$ cat src/rtl/tow_pkg.sv
// tow_pkg: shared FSM/winner encodings and LFSR constants for the tug-of-war playfield
package tow_pkg;
    typedef enum logic [1:0] {PLAY = 2'd0, POINT = 2'd1, MATCH = 2'd2} state_e;
    typedef enum logic [1:0] {NONE = 2'b00, RIGHT = 2'b01, LEFT = 2'b10} winner_e;
    localparam logic [9:0] LFSR_SEED = 10'h001;
    localparam logic [9:0] LFSR_TAPS = 10'h240;
endpackage

$ cat src/rtl/tow_lfsr.sv
// tow_lfsr: 10-bit Fibonacci LFSR (x^10+x^7+1) that advances every cycle
module tow_lfsr
    import tow_pkg::*;
(
    input  logic       clk,
    input  logic       reset,
    output logic [9:0] lfsr_o
);
    logic [9:0] lfsr_q;
    logic [9:0] lfsr_d;
    always_comb lfsr_d = {lfsr_q[8:0], ^(lfsr_q & LFSR_TAPS)};
    always_ff @(posedge clk) begin
        if (reset) lfsr_q <= LFSR_SEED;
        else       lfsr_q <= lfsr_d;
    end
    assign lfsr_o = lfsr_q;
endmodule

$ cat src/rtl/tow_playfield.sv
// tow_playfield: tug-of-war playfield FSM; define TOW_CPU_PLAYER_EN for an LFSR-driven left player
module tow_playfield
    import tow_pkg::*;
#(
    parameter int NUM_LIGHTS  = 9,
    parameter int WIN_SCORE   = 7,
    parameter int SCORE_W     = 3,
    parameter int HOLD_CYCLES = 4
) (
    input  logic                  clk,
    input  logic                  reset,
`ifdef TOW_CPU_PLAYER_EN
    input  logic                  cpu_en,
    input  logic [3:0]            cpu_level,
`endif
    input  logic                  L,
    input  logic                  R,
    output logic [NUM_LIGHTS-1:0] lights,
    output logic [SCORE_W-1:0]    score_l,
    output logic [SCORE_W-1:0]    score_r,
    output logic [1:0]            point_winner,
    output logic                  match_over
);
    localparam int PW = $clog2(NUM_LIGHTS);
    localparam int HW = $clog2(HOLD_CYCLES + 1);
    localparam int C  = (NUM_LIGHTS - 1) / 2;

    logic left;
`ifdef TOW_CPU_PLAYER_EN
    logic [9:0] lfsr;
    tow_lfsr u_lfsr (.clk(clk), .reset(reset), .lfsr_o(lfsr));
    assign left = cpu_en ? (lfsr < {cpu_level, 6'b0}) : L;
`else
    assign left = L;
`endif

    state_e                state_q, state_d;
    winner_e               winner_q, winner_d;
    logic [PW-1:0]         pos_q, pos_d;
    logic [SCORE_W-1:0]    score_l_q, score_l_d, score_r_q, score_r_d;
    logic [HW-1:0]         hold_q, hold_d;
    logic [NUM_LIGHTS-1:0] lights_q, lights_d;
    logic                  match_q, match_d;

    always_comb begin
        state_d   = state_q;
        winner_d  = winner_q;
        pos_d     = pos_q;
        score_l_d = score_l_q;
        score_r_d = score_r_q;
        hold_d    = hold_q;
        if (state_q == PLAY) begin
            if (left && !R) begin
                if (pos_q == PW'(NUM_LIGHTS - 1)) begin
                    score_l_d = score_l_q + 1'b1;
                    winner_d  = LEFT;
                    state_d   = (score_l_d == SCORE_W'(WIN_SCORE)) ? MATCH : POINT;
                    hold_d    = HW'(HOLD_CYCLES - 1);
                end else begin
                    pos_d = pos_q + 1'b1;
                end
            end else if (R && !left) begin
                if (pos_q == '0) begin
                    score_r_d = score_r_q + 1'b1;
                    winner_d  = RIGHT;
                    state_d   = (score_r_d == SCORE_W'(WIN_SCORE)) ? MATCH : POINT;
                    hold_d    = HW'(HOLD_CYCLES - 1);
                end else begin
                    pos_d = pos_q - 1'b1;
                end
            end
        end else if (state_q == POINT) begin
            // hold counts HOLD_CYCLES-1 down to 0, giving exactly HOLD_CYCLES dark cycles
            state_d = (hold_q == '0) ? PLAY : POINT;
            pos_d   = (hold_q == '0) ? PW'(C) : pos_q;
            hold_d  = (hold_q == '0) ? hold_q : hold_q - 1'b1;
        end
        lights_d = (state_d == PLAY) ? NUM_LIGHTS'(1) << pos_d : '0;
        match_d  = (state_d == MATCH);
    end

    always_ff @(posedge clk) begin
        if (reset) begin
            state_q   <= PLAY;
            winner_q  <= NONE;
            pos_q     <= PW'(C);
            score_l_q <= '0;
            score_r_q <= '0;
            hold_q    <= '0;
            lights_q  <= NUM_LIGHTS'(1) << C;
            match_q   <= 1'b0;
        end else begin
            state_q   <= state_d;
            winner_q  <= winner_d;
            pos_q     <= pos_d;
            score_l_q <= score_l_d;
            score_r_q <= score_r_d;
            hold_q    <= hold_d;
            lights_q  <= lights_d;
            match_q   <= match_d;
        end
    end

    assign lights       = lights_q;
    assign score_l      = score_l_q;
    assign score_r      = score_r_q;
    assign point_winner = winner_q;
    assign match_over   = match_q;
endmodule

$ cat config.mk
export PLATFORM = sky130hd
export DESIGN_NAME = tow_playfield
export DESIGN_NICKNAME = d
export VERILOG_FILES = /design/src/rtl/tow_pkg.sv /design/src/rtl/tow_lfsr.sv /design/src/rtl/tow_playfield.sv
export SDC_FILE = /design/constraint.sdc
export NUM_CORES = 1
export LEC_CHECK = 0
export BUFFER_PORTS_ARGS = -buffer_cell sky130_fd_sc_hd__buf_2
export CORE_AREA = 8 8 64 66
export DETAILED_ROUTE_END_ITERATION = 7
export DIE_AREA = 0 0 72 74
export PLACE_DENSITY = 0.79
export SETUP_SLACK_MARGIN = 0.2
export SYNTH_ARGS = -nofsm -noshare
export SYNTH_HDL_FRONTEND = slang
export SYNTH_SLANG_ARGS = --single-unit
$ cat constraint.sdc
create_clock -name clk -period 4.9 [get_ports clk]
set_input_delay 0.98 -clock clk [delete_from_list [all_inputs] [get_ports clk]]
set_output_delay 0.98 -clock clk [all_outputs]
set_load 0.05 [all_outputs]
==> results.sh <==
export IMPL_status="finished, final reports clean"
export IMPL_fin_skew_ns=0.00409
export IMPL_finalCritPeriodShare_pct=53.9
export IMPL_dpl_hpwl_um=2090
export IMPL_synth_top_family_by_area="simple AND/OR/NAND/NOR gates"
export IMPL_cts_buffers=3
export IMPL_power_density_nw_per_um2=265
export IMPL_cts_resized=0
export IMPL_cts_tree="yes"
export IMPL_cts_clk_slew_worst_paths_ns=0.15
export IMPL_report_final_slew_viol_count=0
export IMPL_cellLeakagePower_nw=0.683
export IMPL_synthCells=157
export IMPL_rows=21
export IMPL_timing_slew_headroom_pct=51.0
export IMPL_synthDistinctLibCells=50
export IMPL_synth_fp_nets=171
export IMPL_cts_hold_buf=0
export IMPL_grt_antenna_before_repair=0
export IMPL_end_kind="flop"
export IMPL_route_detailed_drc=0
export IMPL_syn_cell_area_sq_um=1470
export IMPL_synthAdderAreaFrac_pct=8.53
export IMPL_synthXorXnorAreaFrac_pct=5.38
export IMPL_syn_to_final_growth_pct=9.81
export IMPL_cts_path_max_buffers=2
export IMPL_avgViaCountPerCell=5.18
export IMPL_hold_start="hold_q[1]$_SDFFE_PP0P_"
export IMPL_synth_compound_area_share_pct=12.5
export IMPL_start_util_pct=46.1
export IMPL_diodes=0
export IMPL_wl_per_cell_um=13.0
export IMPL_critical_path_class="in2reg"
export IMPL_grt_pass1_wl_um=5040
export IMPL_fin_crit_ns=2.64
export IMPL_cts_root_buf="clkbuf_4"
export IMPL_setup_viol=0
export IMPL_grt_max_degree=17
export IMPL_grt_setup_unrepaired="false"
export IMPL_place_inst=216
export IMPL_grt_ovfl_total=0
export IMPL_arrival_ns=2.85
export IMPL_clock_sinks=27
export IMPL_gp_congestion=0.831
export IMPL_max_freq_mhz=379
export IMPL_crit_fanout=11
export IMPL_final_hold_viol_count=0
export IMPL_cts_htree_levels=1
export IMPL_clk_latency_ns=0.32
export IMPL_drive_gt1_share_pct=19.5
export IMPL_ys_ff_latch=27
export IMPL_rr_worst_depth=7
export IMPL_ys_warnings_count=0
export IMPL_die_area_sq_um=5330
export IMPL_ys_flop_type="dfxtp_1"
export IMPL_ant_nets=0
export IMPL_finalNonFillerCells=220
export IMPL_grtUsageTotal_pct=11.7
export IMPL_hold_path_class="reg2reg"
export IMPL_grt_pass1_vias=1134
export IMPL_vias=1140
export IMPL_crit_required_ns=5.11
export IMPL_io_buffers=21
export IMPL_start_kind="primary input"
export IMPL_syn_area_per_cell_sq_um=9.34
export IMPL_synth_mux_area_share_pct=3.75
export IMPL_cts_setup_buffers=0
export IMPL_worst_pin_slew_ns=0.725
export IMPL_synth_async_reset_ratio_pct=0
export IMPL_tns_ns=0
export IMPL_drt_first_pass_iters=4
export IMPL_filler_cell_count=309
export IMPL_die_height_um=74
export IMPL_core_sq_um=3180
export IMPL_r2r_start="pos_q[0]$_SDFF_PP0_"
export IMPL_ir_drop_mv=0.131
export IMPL_synth_edf_count=0
export IMPL_nNetsFinal=189
export IMPL_startpoint="R"
export IMPL_drt_iter0_drc=48
export IMPL_die_x_um=72
export IMPL_hold_depth=2
export IMPL_maxCapViolations=0
export IMPL_ios=22
export IMPL_ys_seq_area_share_pct=36.9
export IMPL_drt_wl_total_um=2850
export IMPL_yosys_area_share_simple_pct=26.9
[flip-flops by register name (all words and copies together) (netlist names)]
| signal | cells |
|---|---|
| point_winner | 2 |
| lights | 9 |
| hold_q | 3 |
| score_r | 3 |
| state_q | 2 |
| score_l | 3 |
| pos_q | 4 |
| match_over | 1 |
[worst max-delay path: stages]
cell and delay [ns]:
buf_2 0.09, inv_1 0.04, ha_1 0.32, or3_1 0.49
nor4_4 0.36, a31oi_1 0.23, nand4b_1 0.25, nor4_1 0.08
[stage by stage]
stage | power [mW] | util, % | hold slack [ns] | setup slack, ns | cell area [sq um]
finish | 0.426 | 50.6 | 0.520 | 2.26 | 1610
floorplan | 0.317 | - | 0.473 | 2.34 | 1470
detailed placement | 0.332 | 49.7 | 0.487 | 1.89 | 1580
global placement | 0.330 | 49.7 | 0.486 | 1.93 | 1580
CTS | 0.429 | 50.6 | 0.522 | 2.26 | 1610
global route | 0.448 | 50.6 | 0.541 | 2.09 | 1610
[cells in the final DEF, fill, tap and decap left out, types with 2 or more instances in the layout]
cell	synthesis	layout
and2_1	3	3
nor4b_2	2	2
clkbuf_4	0	3
o21ai_0	3	3
a211o_1	2	2
nor3_1	3	3
o211ai_1	2	2
a21oi_1	6	6
nand3_1	2	2
xnor2_1	3	3
nor4_1	4	4
inv_1	11	11
or3b_1	2	2
nand2b_1	3	3
nand4_1	2	2
ha_1	10	10
buf_2	3	21
xor2_1	6	6
mux2i_1	3	3
nand2_1	9	9
nor2_1	17	17
nor4b_1	2	2
dfxtp_1	27	27
a211oi_1	3	3
[per-layer routing]
layer	part of all wire, %	GRT usage [%]	up-vias	wire length, um
li1	-	-	588	-
met2	48	18.9	18	1370
met5	0	0	-	0
met1	46	13.9	530	1300
met4	2.2	7.48	0	63
met3	4.2	2.43	4	119
[cell usage after synthesis (2+ instances only)]
library cell	instances	area share [%]
nand4_1	2	0.85
inv_1	11	2.8
or3b_1	2	1.2
and2_1	3	1.3
mux2i_1	3	2.0
nor4_1	4	1.7
dfxtp_1	27	37
nand3_1	2	0.68
a211oi_1	3	1.5
a211o_1	2	1.2
o21ai_0	3	1.0
o211ai_1	2	1.0
nor4b_1	2	1.2
nor2_1	17	4.4
xnor2_1	3	1.8
nor3_1	3	1.0
ha_1	10	8.5
nor4b_2	2	2.0
xor2_1	6	3.6
clkbuf_1	2	0.51
nand2b_1	3	1.3
buf_4	2	1.0
buf_2	3	1.0
nand2_1	9	2.3
a21oi_1	6	2.0
[cell type report]
cell class	instances	area [sq um]	area share, %
Clock buffer	3	22.5	1.40
Clock inverter	1	7.51	0.466
Inverter	11	41.3	2.56
Multi-Input combinational cell	111	836	51.9
Sequential cell	27	541	33.6
Tap cell	46	57.6	3.57
Timing Repair Buffer	21	105	6.53
[report_power, final]
group          total (mW)  internal, mW  leakage [nW]  switching, mW
Sequential          0.237         0.228         0.219        0.00917
Clock              0.0984        0.0312        0.0139         0.0672
Combinational      0.0903        0.0318         0.450         0.0584
Total               0.426         0.291         0.683          0.135
[final timing paths]
check / end / slack (ns)
max: lights[7]$_SDFF_PP0_ / 2.26
min: hold_q[1]$_SDFFE_PP0P_ / 0.52
max reg2reg: lights[4]$_SDFF_PP1_ / 2.45
min reg2reg: hold_q[1]$_SDFFE_PP0P_ / 0.52
[cells by family (layout without fill, tap and decap cells)]
logic type               Yosys count  after routing
AO/OA/AOI/OAI                     25             25
XOR/XNOR                           9              9
adder cells (fa/ha/maj)           10             10
buffers and inverters             19             36
flip-flops                        27             27
multiplexers                       5              5
AND/OR/NAND/NOR                   62             62
No activity file was read; power rests on OpenSTA's default activity.
